<file path="src/rtl/opc_enc_pkg.sv">
// rtl/opc_enc_pkg.sv - format codes, word kinds, FSM states, base opcodes and the VM1 unimplemented-opcode test.
package opc_enc_pkg;

  localparam logic [2:0] FMT_DOUBLE  = 3'd0;
  localparam logic [2:0] FMT_SINGLE  = 3'd1;
  localparam logic [2:0] FMT_BRANCH  = 3'd2;
  localparam logic [2:0] FMT_RSD     = 3'd3;
  localparam logic [2:0] FMT_SOB     = 3'd4;
  localparam logic [2:0] FMT_IMPLIED = 3'd5;

  localparam logic [1:0] KIND_OPC  = 2'd0;
  localparam logic [1:0] KIND_SRCX = 2'd1;
  localparam logic [1:0] KIND_DSTX = 2'd2;

  localparam logic [15:0] OP_MOV  = 16'o010000;
  localparam logic [15:0] OP_CMP  = 16'o020000;
  localparam logic [15:0] OP_ADD  = 16'o060000;
  localparam logic [15:0] OP_SUB  = 16'o160000;
  localparam logic [15:0] OP_CLR  = 16'o005000;
  localparam logic [15:0] OP_INC  = 16'o005200;
  localparam logic [15:0] OP_BR   = 16'o000400;
  localparam logic [15:0] OP_BNE  = 16'o001000;
  localparam logic [15:0] OP_JSR  = 16'o004000;
  localparam logic [15:0] OP_XOR  = 16'o074000;
  localparam logic [15:0] OP_SOB  = 16'o077000;
  localparam logic [15:0] OP_NOP  = 16'o000240;
  localparam logic [15:0] OP_HALT = 16'o000000;
  localparam logic [15:0] OP_MFPI = 16'o006500;

  typedef enum logic [1:0] {
    ST_IDLE,
    ST_OPC,
    ST_SRCX,
    ST_DSTX
  } enc_state_e;

  // Opcodes the 1801VM1 traps on even though other PDP-11 models implement them.
  function automatic logic vm1_unimpl(input logic [15:0] w);
    return (w[15:6] == 10'o0065) || (w[15:6] == 10'o0066) ||
           (w == 16'o000007) ||
           (w >= 16'o000010 && w <= 16'o000037) ||
           (w >= 16'o000210 && w <= 16'o000227) ||
           (w[15:9] == 7'o007) ||
           (w[15:9] == 7'o075 && (w[8:6] != 3'd0 || w[5])) ||
           (w[15:9] == 7'o076) ||
           (w[15:9] == 7'o107) ||
           (w == 16'o177777);
  endfunction

endpackage

</file>
<file path="src/rtl/opc_ext_need.sv">
// rtl/opc_ext_need.sv - flags an operand mode/reg that is followed by an extension word.
module opc_ext_need (
  input  logic [5:0] ea_i,
  output logic       need_o
);

  logic [2:0] mode;
  logic [2:0] rn;

  assign mode = ea_i[5:3];
  assign rn   = ea_i[2:0];
  // Index/index-deferred always, immediate/absolute via PC autoincrement.
  assign need_o = (mode == 3'd6) || (mode == 3'd7) ||
                  (((mode == 3'd2) || (mode == 3'd3)) && (rn == 3'd7));

endmodule

</file>
<file path="src/rtl/opc_encoder.sv">
// rtl/opc_encoder.sv - PDP-11/1801VM1 instruction encoder streaming opcode plus extension words.
// Optional: ENC_STRICT_VM1_EN rejects opcodes the VM1 does not implement.
module opc_encoder
  import opc_enc_pkg::*;
#(
  parameter int CNT_W = 16
) (
  input  logic             clk,
  input  logic             reset_n,
  input  logic             req_valid,
  output logic             req_ready,
  input  logic [2:0]       req_fmt,
  input  logic [15:0]      req_base,
  input  logic [5:0]       req_src,
  input  logic [5:0]       req_dst,
  input  logic [7:0]       req_off,
  input  logic [15:0]      req_sx,
  input  logic [15:0]      req_dx,
  output logic             out_valid,
  input  logic             out_ready,
  output logic [15:0]      out_word,
  output logic [1:0]       out_kind,
  output logic             out_last,
  output logic             err,
  output logic [CNT_W-1:0] word_cnt
);

  enc_state_e state_q, state_d;
  logic [15:0] opc_q, sx_q, dx_q;
  logic        nsrc_q, ndst_q, err_q;
  logic [CNT_W-1:0] cnt_q;

  logic [15:0] opc_c;
  logic        src_ext, dst_ext, need_src_c, need_dst_c;
  logic        accept, illegal, handshake;

  opc_ext_need u_src_need (.ea_i(req_src), .need_o(src_ext));
  opc_ext_need u_dst_need (.ea_i(req_dst), .need_o(dst_ext));

  always_comb begin
    opc_c = req_base;
    unique case (req_fmt)
      FMT_DOUBLE: opc_c = req_base | {4'b0, req_src, 6'b0} | {10'b0, req_dst};
      FMT_SINGLE: opc_c = req_base | {10'b0, req_dst};
      FMT_BRANCH: opc_c = req_base | {8'b0, req_off};
      FMT_RSD:    opc_c = req_base | {7'b0, req_src[2:0], 6'b0} | {10'b0, req_dst};
      FMT_SOB:    opc_c = req_base | {7'b0, req_src[2:0], 6'b0} | {10'b0, req_off[5:0]};
      default:    opc_c = req_base;
    endcase
  end

  assign need_src_c = (req_fmt == FMT_DOUBLE) && src_ext;
  assign need_dst_c = ((req_fmt == FMT_DOUBLE) || (req_fmt == FMT_SINGLE) ||
                       (req_fmt == FMT_RSD)) && dst_ext;

`ifdef ENC_STRICT_VM1_EN
  assign illegal = (req_fmt > FMT_IMPLIED) || vm1_unimpl(opc_c);
`else
  assign illegal = (req_fmt > FMT_IMPLIED);
`endif

  assign accept    = req_valid && req_ready;
  assign handshake = out_valid && out_ready;

  always_comb begin
    state_d   = state_q;
    req_ready = 1'b0;
    out_valid = 1'b0;
    out_word  = 16'd0;
    out_kind  = KIND_OPC;
    out_last  = 1'b0;
    unique case (state_q)
      ST_IDLE: begin
        req_ready = 1'b1;
        if (req_valid && !illegal) state_d = ST_OPC;
      end
      ST_OPC: begin
        out_valid = 1'b1;
        out_word  = opc_q;
        out_last  = !nsrc_q && !ndst_q;
        if (out_ready) state_d = nsrc_q ? ST_SRCX : (ndst_q ? ST_DSTX : ST_IDLE);
      end
      ST_SRCX: begin
        out_valid = 1'b1;
        out_word  = sx_q;
        out_kind  = KIND_SRCX;
        out_last  = !ndst_q;
        if (out_ready) state_d = ndst_q ? ST_DSTX : ST_IDLE;
      end
      ST_DSTX: begin
        out_valid = 1'b1;
        out_word  = dx_q;
        out_kind  = KIND_DSTX;
        out_last  = 1'b1;
        if (out_ready) state_d = ST_IDLE;
      end
      default: state_d = ST_IDLE;
    endcase
  end

  always_ff @(posedge clk or negedge reset_n) begin
    if (!reset_n) begin
      state_q <= ST_IDLE;
      opc_q   <= 16'd0;
      sx_q    <= 16'd0;
      dx_q    <= 16'd0;
      nsrc_q  <= 1'b0;
      ndst_q  <= 1'b0;
      err_q   <= 1'b0;
      cnt_q   <= '0;
    end else begin
      state_q <= state_d;
      err_q   <= accept && illegal;
      if (accept) begin
        opc_q  <= opc_c;
        sx_q   <= req_sx;
        dx_q   <= req_dx;
        nsrc_q <= need_src_c;
        ndst_q <= need_dst_c;
      end
      if (handshake) cnt_q <= cnt_q + CNT_W'(1);
    end
  end

  assign err      = err_q;
  assign word_cnt = cnt_q;

endmodule

</file>
<file path="config.mk">
export PLATFORM = sky130hd
export DESIGN_NAME = opc_encoder
export DESIGN_NICKNAME = d
export VERILOG_FILES = /design/src/rtl/opc_enc_pkg.sv /design/src/rtl/opc_ext_need.sv /design/src/rtl/opc_encoder.sv
export SDC_FILE = /design/constraint.sdc
export NUM_CORES = 1
export LEC_CHECK = 0
export BUFFER_PORTS_ARGS = -buffer_cell sky130_fd_sc_hd__buf_2
export CORE_AREA = 3 3 85 87
export CTS_CLUSTER_SIZE = 24
export DETAILED_ROUTE_END_ITERATION = 7
export DIE_AREA = 0 0 88 90
export PLACE_DENSITY = 0.83
export SLEW_MARGIN = 10
export SYNTH_ARGS = -nofsm -noshare
export SYNTH_HDL_FRONTEND = slang
export SYNTH_HIERARCHICAL = 1
export SYNTH_SLANG_ARGS = --single-unit
</file>
<file path="constraint.sdc">
create_clock -name clk -period 3.59 [get_ports clk]
set_input_delay 0.1795 -clock clk [delete_from_list [all_inputs] [get_ports clk]]
set_output_delay 0.1795 -clock clk [all_outputs]
set_load 0.03 [all_outputs]
</file>
==> reports/qor.json <==
{
  "status": "completed",
  "timing.critical_path.slowest_stage_cell": "sky130_fd_sc_hd__dfrtp_1",
  "ys_dominant_reg_cell": "sky130_fd_sc_hd__dfrtp_1",
  "layout_setup_ws_ns": 1.53,
  "number_of_synthesized_flops_with_an_enable_pin": 0,
  "route.detailed.vias_per_inst": 5.14,
  "routabilityCongestion": 0.851,
  "initial_antenna_violation_count": 0,
  "timing.reg2reg.worst_path_depth": 4,
  "avgSynthCellArea_um2": 8.86,
  "cts.sinks": 69,
  "setup.worst_path.class": "register to output port",
  "synth_cells": 368,
  "worst_r2r_startpoint": "state_q[0]",
  "vdd_drop_max_mv": 0.292,
  "dpl_worst_slack_ns": 1.64,
  "layout_min_cycle_time_ns": 2.06,
  "timing_hold_violations_final": 0,
  "start_util_pct": 50.8,
  "finalSetupViolCount": 0,
  "worst_ep_required_time_ns": 3.41,
  "timing.critical_path.to_type": "output port",
  "postCtsHoldBufs": 1,
  "global_route.usage.total_pct": 20.3,
  "grt.overflow.total": 0,
  "period_share_pct": 57.3,
  "cts_tree": "built",
  "critPathMostFrequentCell": "sky130_fd_sc_hd__buf_4",
  "n_antenna_cell": 0,
  "timing.setup.tns_ns": 0,
  "post_cts_repair_resize_count": 0,
  "x_dimension_of_the_die_um": 88,
  "cts_max_level": 3,
  "power.total_mw": 3.21,
  "holdWs_ns": 0.0367,
  "number_of_cell_rows": 29,
  "die_height_um": 90,
  "max_slew_headroom_at_the_worst_pin_pct": 38.6,
  "route.antenna.remaining_nets": 0,
  "cts-buffers-inserted": 9,
  "rsz0062_at_grt": "false",
  "start_kind": "register",
  "core_mm2": 0.00642,
  "io-pin-count": 113,
  "synth.cell_area_mm2": 0.00326,
  "yosysSeqAreaShare_pct": 53.0,
  "nNetsFinal": 553,
  "critical-path-max-stage-delay_ns": 0.36,
  "fill_cells": 550,
  "max_clock_freq_mhz": 486,
  "place_hpwl_um": 5730,
  "number_of_i_o_port_buffers": 112,
  "cts-root-to-sink-buffers": 2,
  "worstReg2RegEnd": "opc_q[8]",
  "first_global_vias": 2791,
  "finished_layout_cells": 558,
  "yosysUniqueCellTypes": 32,
  "hold_class": "input port to register",
  "crit_path_max_fanout": 24,
  "wire_length_of_the_first_global_routing_pass_um": 12700,
  "syn-num-nets": 444,
  "clkSlewWorstSetupHoldPaths_ns": 0.07,
  "drive_above_1_share_pct": 28.5,
  "synthesis.yosys.warnings": 6,
  "timing_worst_slew_pin_value_ns": 0.922,
  "dpl.cell_count": 542,
  "hold_path_startpoint": "req_dx[2]",
  "post_synth_arst_share_pct": 100,
  "drtPass1Iterations": 4,
  "avgRoutedWirePerCell_um": 14.0,
  "power_leakage_nw": 2.13,
  "timing.clock.skew_ns": 0.00626,
  "final-max-slew-violation-count": 0,
  "power.density_mw_per_mm2": 784,
  "synth.ff_latch_count": 69,
  "drc_errors": 0,
  "largest_net_degree_at_the_start_of_global_routing": 55,
  "skew_pair_late_insertion_delay_ns": 0.33,
  "design.die.area_mm2": 0.00792,
  "worstPathCellList": "buf_4, nor2b_1, buf_4, nand2_1, o21ai_0, buf_2",
  "wl_um": 7810,
  "clock-root-buffer": "sky130_fd_sc_hd__clkbuf_8",
  "timing.max_cap.violations": 0,
  "cp_data_arrival_time_ns": 1.88,
  "area_delta_synth_final_pct": 25.4,
  "holdPathStages": 3,
  "drtIter0Drc": 165,
  "post_cts_buffers": 0,
  "worst_hold_path.endpoint": "dx_q[2]",
  "ff2ff_setup_slack_ns": 1.63,
  "num_vias": 2867
}
how the worst max path moves through the flow:
stage,start,to
global route,state_q[0],nsrc_q
CTS,state_q[1],out_word[13]
global placement,state_q[0],state_q[0]
detailed placement,state_q[0],state_q[0]
floorplan,state_q[1],out_word[10]
finish,state_q[1],out_word[13]
flip-flops by register name, indices dropped and copies added, names as in the netlist:
signal,flops
sx_q,16
nsrc_q,1
dx_q,16
opc_q,16
word_cnt,16
err,1
ndst_q,1
state_q,2
per-stage QoR:
stage                     cell area [um^2]  util [%]
after global placement                3870      60.2
final                                 4090      63.7
after floorplan                       3260         -
after global routing                  4090      63.7
after CTS                             4090      63.7
after detailed placement              3870      60.2
metal layers:
| metal | wire length, um | GRT usage (%) |
|---|---|---|
| met3 | 523 | 3.75 |
| met4 | 102 | 9.85 |
| met5 | 0 | 0 |
| met2 | 3680 | 30.9 |
| met1 | 3510 | 27.6 |
power breakdown:
part / total [mW] / internal [mW] / switching, mW
combinational: 1.25 / 0.401 / 0.849
clock: 0.679 / 0.405 / 0.273
sequential: 1.28 / 1.08 / 0.200
total: 3.21 / 1.88 / 1.32
worst max-delay path, delay by kind of cell (launching register included):
family,cells,cell delay (ns)
buffers and inverters,3,0.82
and+or+nand+nor,2,0.25
AOI/OAI and AO/OA,1,0.11
DFF,1,0.36
cell type report:
type | count | area [um^2] | area share (%)
clock buffer | 11 | 141 | 3.46
clock inverter | 4 | 72.6 | 1.77
inverter | 7 | 26.3 | 0.642
multi-input combinational | 273 | 1430 | 34.9
sequential | 69 | 1730 | 42.2
tap | 77 | 96.3 | 2.36
timing repair buffer | 117 | 601 | 14.7
synthesized netlist by cell type, types with 3 or more instances:
| cell | instances | area, um^2 |
|---|---|---|
| sky130_fd_sc_hd__nand3_1 | 9 | 45.0 |
| sky130_fd_sc_hd__nor2b_1 | 5 | 31.3 |
| sky130_fd_sc_hd__inv_1 | 7 | 26.3 |
| sky130_fd_sc_hd__a221oi_1 | 8 | 70.1 |
| sky130_fd_sc_hd__nor2_1 | 15 | 56.3 |
| sky130_fd_sc_hd__xor2_1 | 6 | 52.6 |
| sky130_fd_sc_hd__nand2_1 | 142 | 533 |
| sky130_fd_sc_hd__dfrtp_1 | 69 | 1730 |
| sky130_fd_sc_hd__mux2i_1 | 16 | 160 |
| sky130_fd_sc_hd__clkbuf_1 | 15 | 56.3 |
| sky130_fd_sc_hd__o21ai_0 | 24 | 120 |
| sky130_fd_sc_hd__a21oi_1 | 15 | 75.1 |
| sky130_fd_sc_hd__buf_2 | 3 | 15.0 |
| sky130_fd_sc_hd__xnor2_1 | 10 | 87.6 |
logic make-up (layout without fill, tap and decap cells):
| logic type | Yosys count | count (layout) | synth area share [%] |
|---|---|---|---|
| AO/OA/AOI/OAI | 54 | 54 | 9.67 |
| XOR/XNOR | 16 | 16 | 4.30 |
| adder cells (fa/ha/maj) | 1 | 1 | 0.384 |
| buffers and inverters | 26 | 139 | 3.34 |
| flip-flops | 69 | 69 | 53.0 |
| multiplexers | 18 | 18 | 5.60 |
| AND/OR/NAND/NOR | 184 | 184 | 23.8 |
cells in the final DEF (no fill, tap or decap), types with 4 or more instances in the layout:
| cell type | instances |
|---|---|
| sky130_fd_sc_hd__buf_2 | 112 |
| sky130_fd_sc_hd__a21oi_1 | 15 |
| sky130_fd_sc_hd__nor2b_1 | 5 |
| sky130_fd_sc_hd__o21ai_0 | 24 |
| sky130_fd_sc_hd__xnor2_1 | 10 |
| sky130_fd_sc_hd__nand2_1 | 142 |
| sky130_fd_sc_hd__clkbuf_8 | 10 |
| sky130_fd_sc_hd__buf_4 | 4 |
| sky130_fd_sc_hd__mux2i_1 | 16 |
| sky130_fd_sc_hd__nor2_1 | 15 |
| sky130_fd_sc_hd__xor2_1 | 6 |
| sky130_fd_sc_hd__dfrtp_1 | 69 |
| sky130_fd_sc_hd__nand3_1 | 9 |
| sky130_fd_sc_hd__inv_1 | 7 |
| sky130_fd_sc_hd__a221oi_1 | 8 |
No activity file was read; power rests on OpenSTA's default activity.
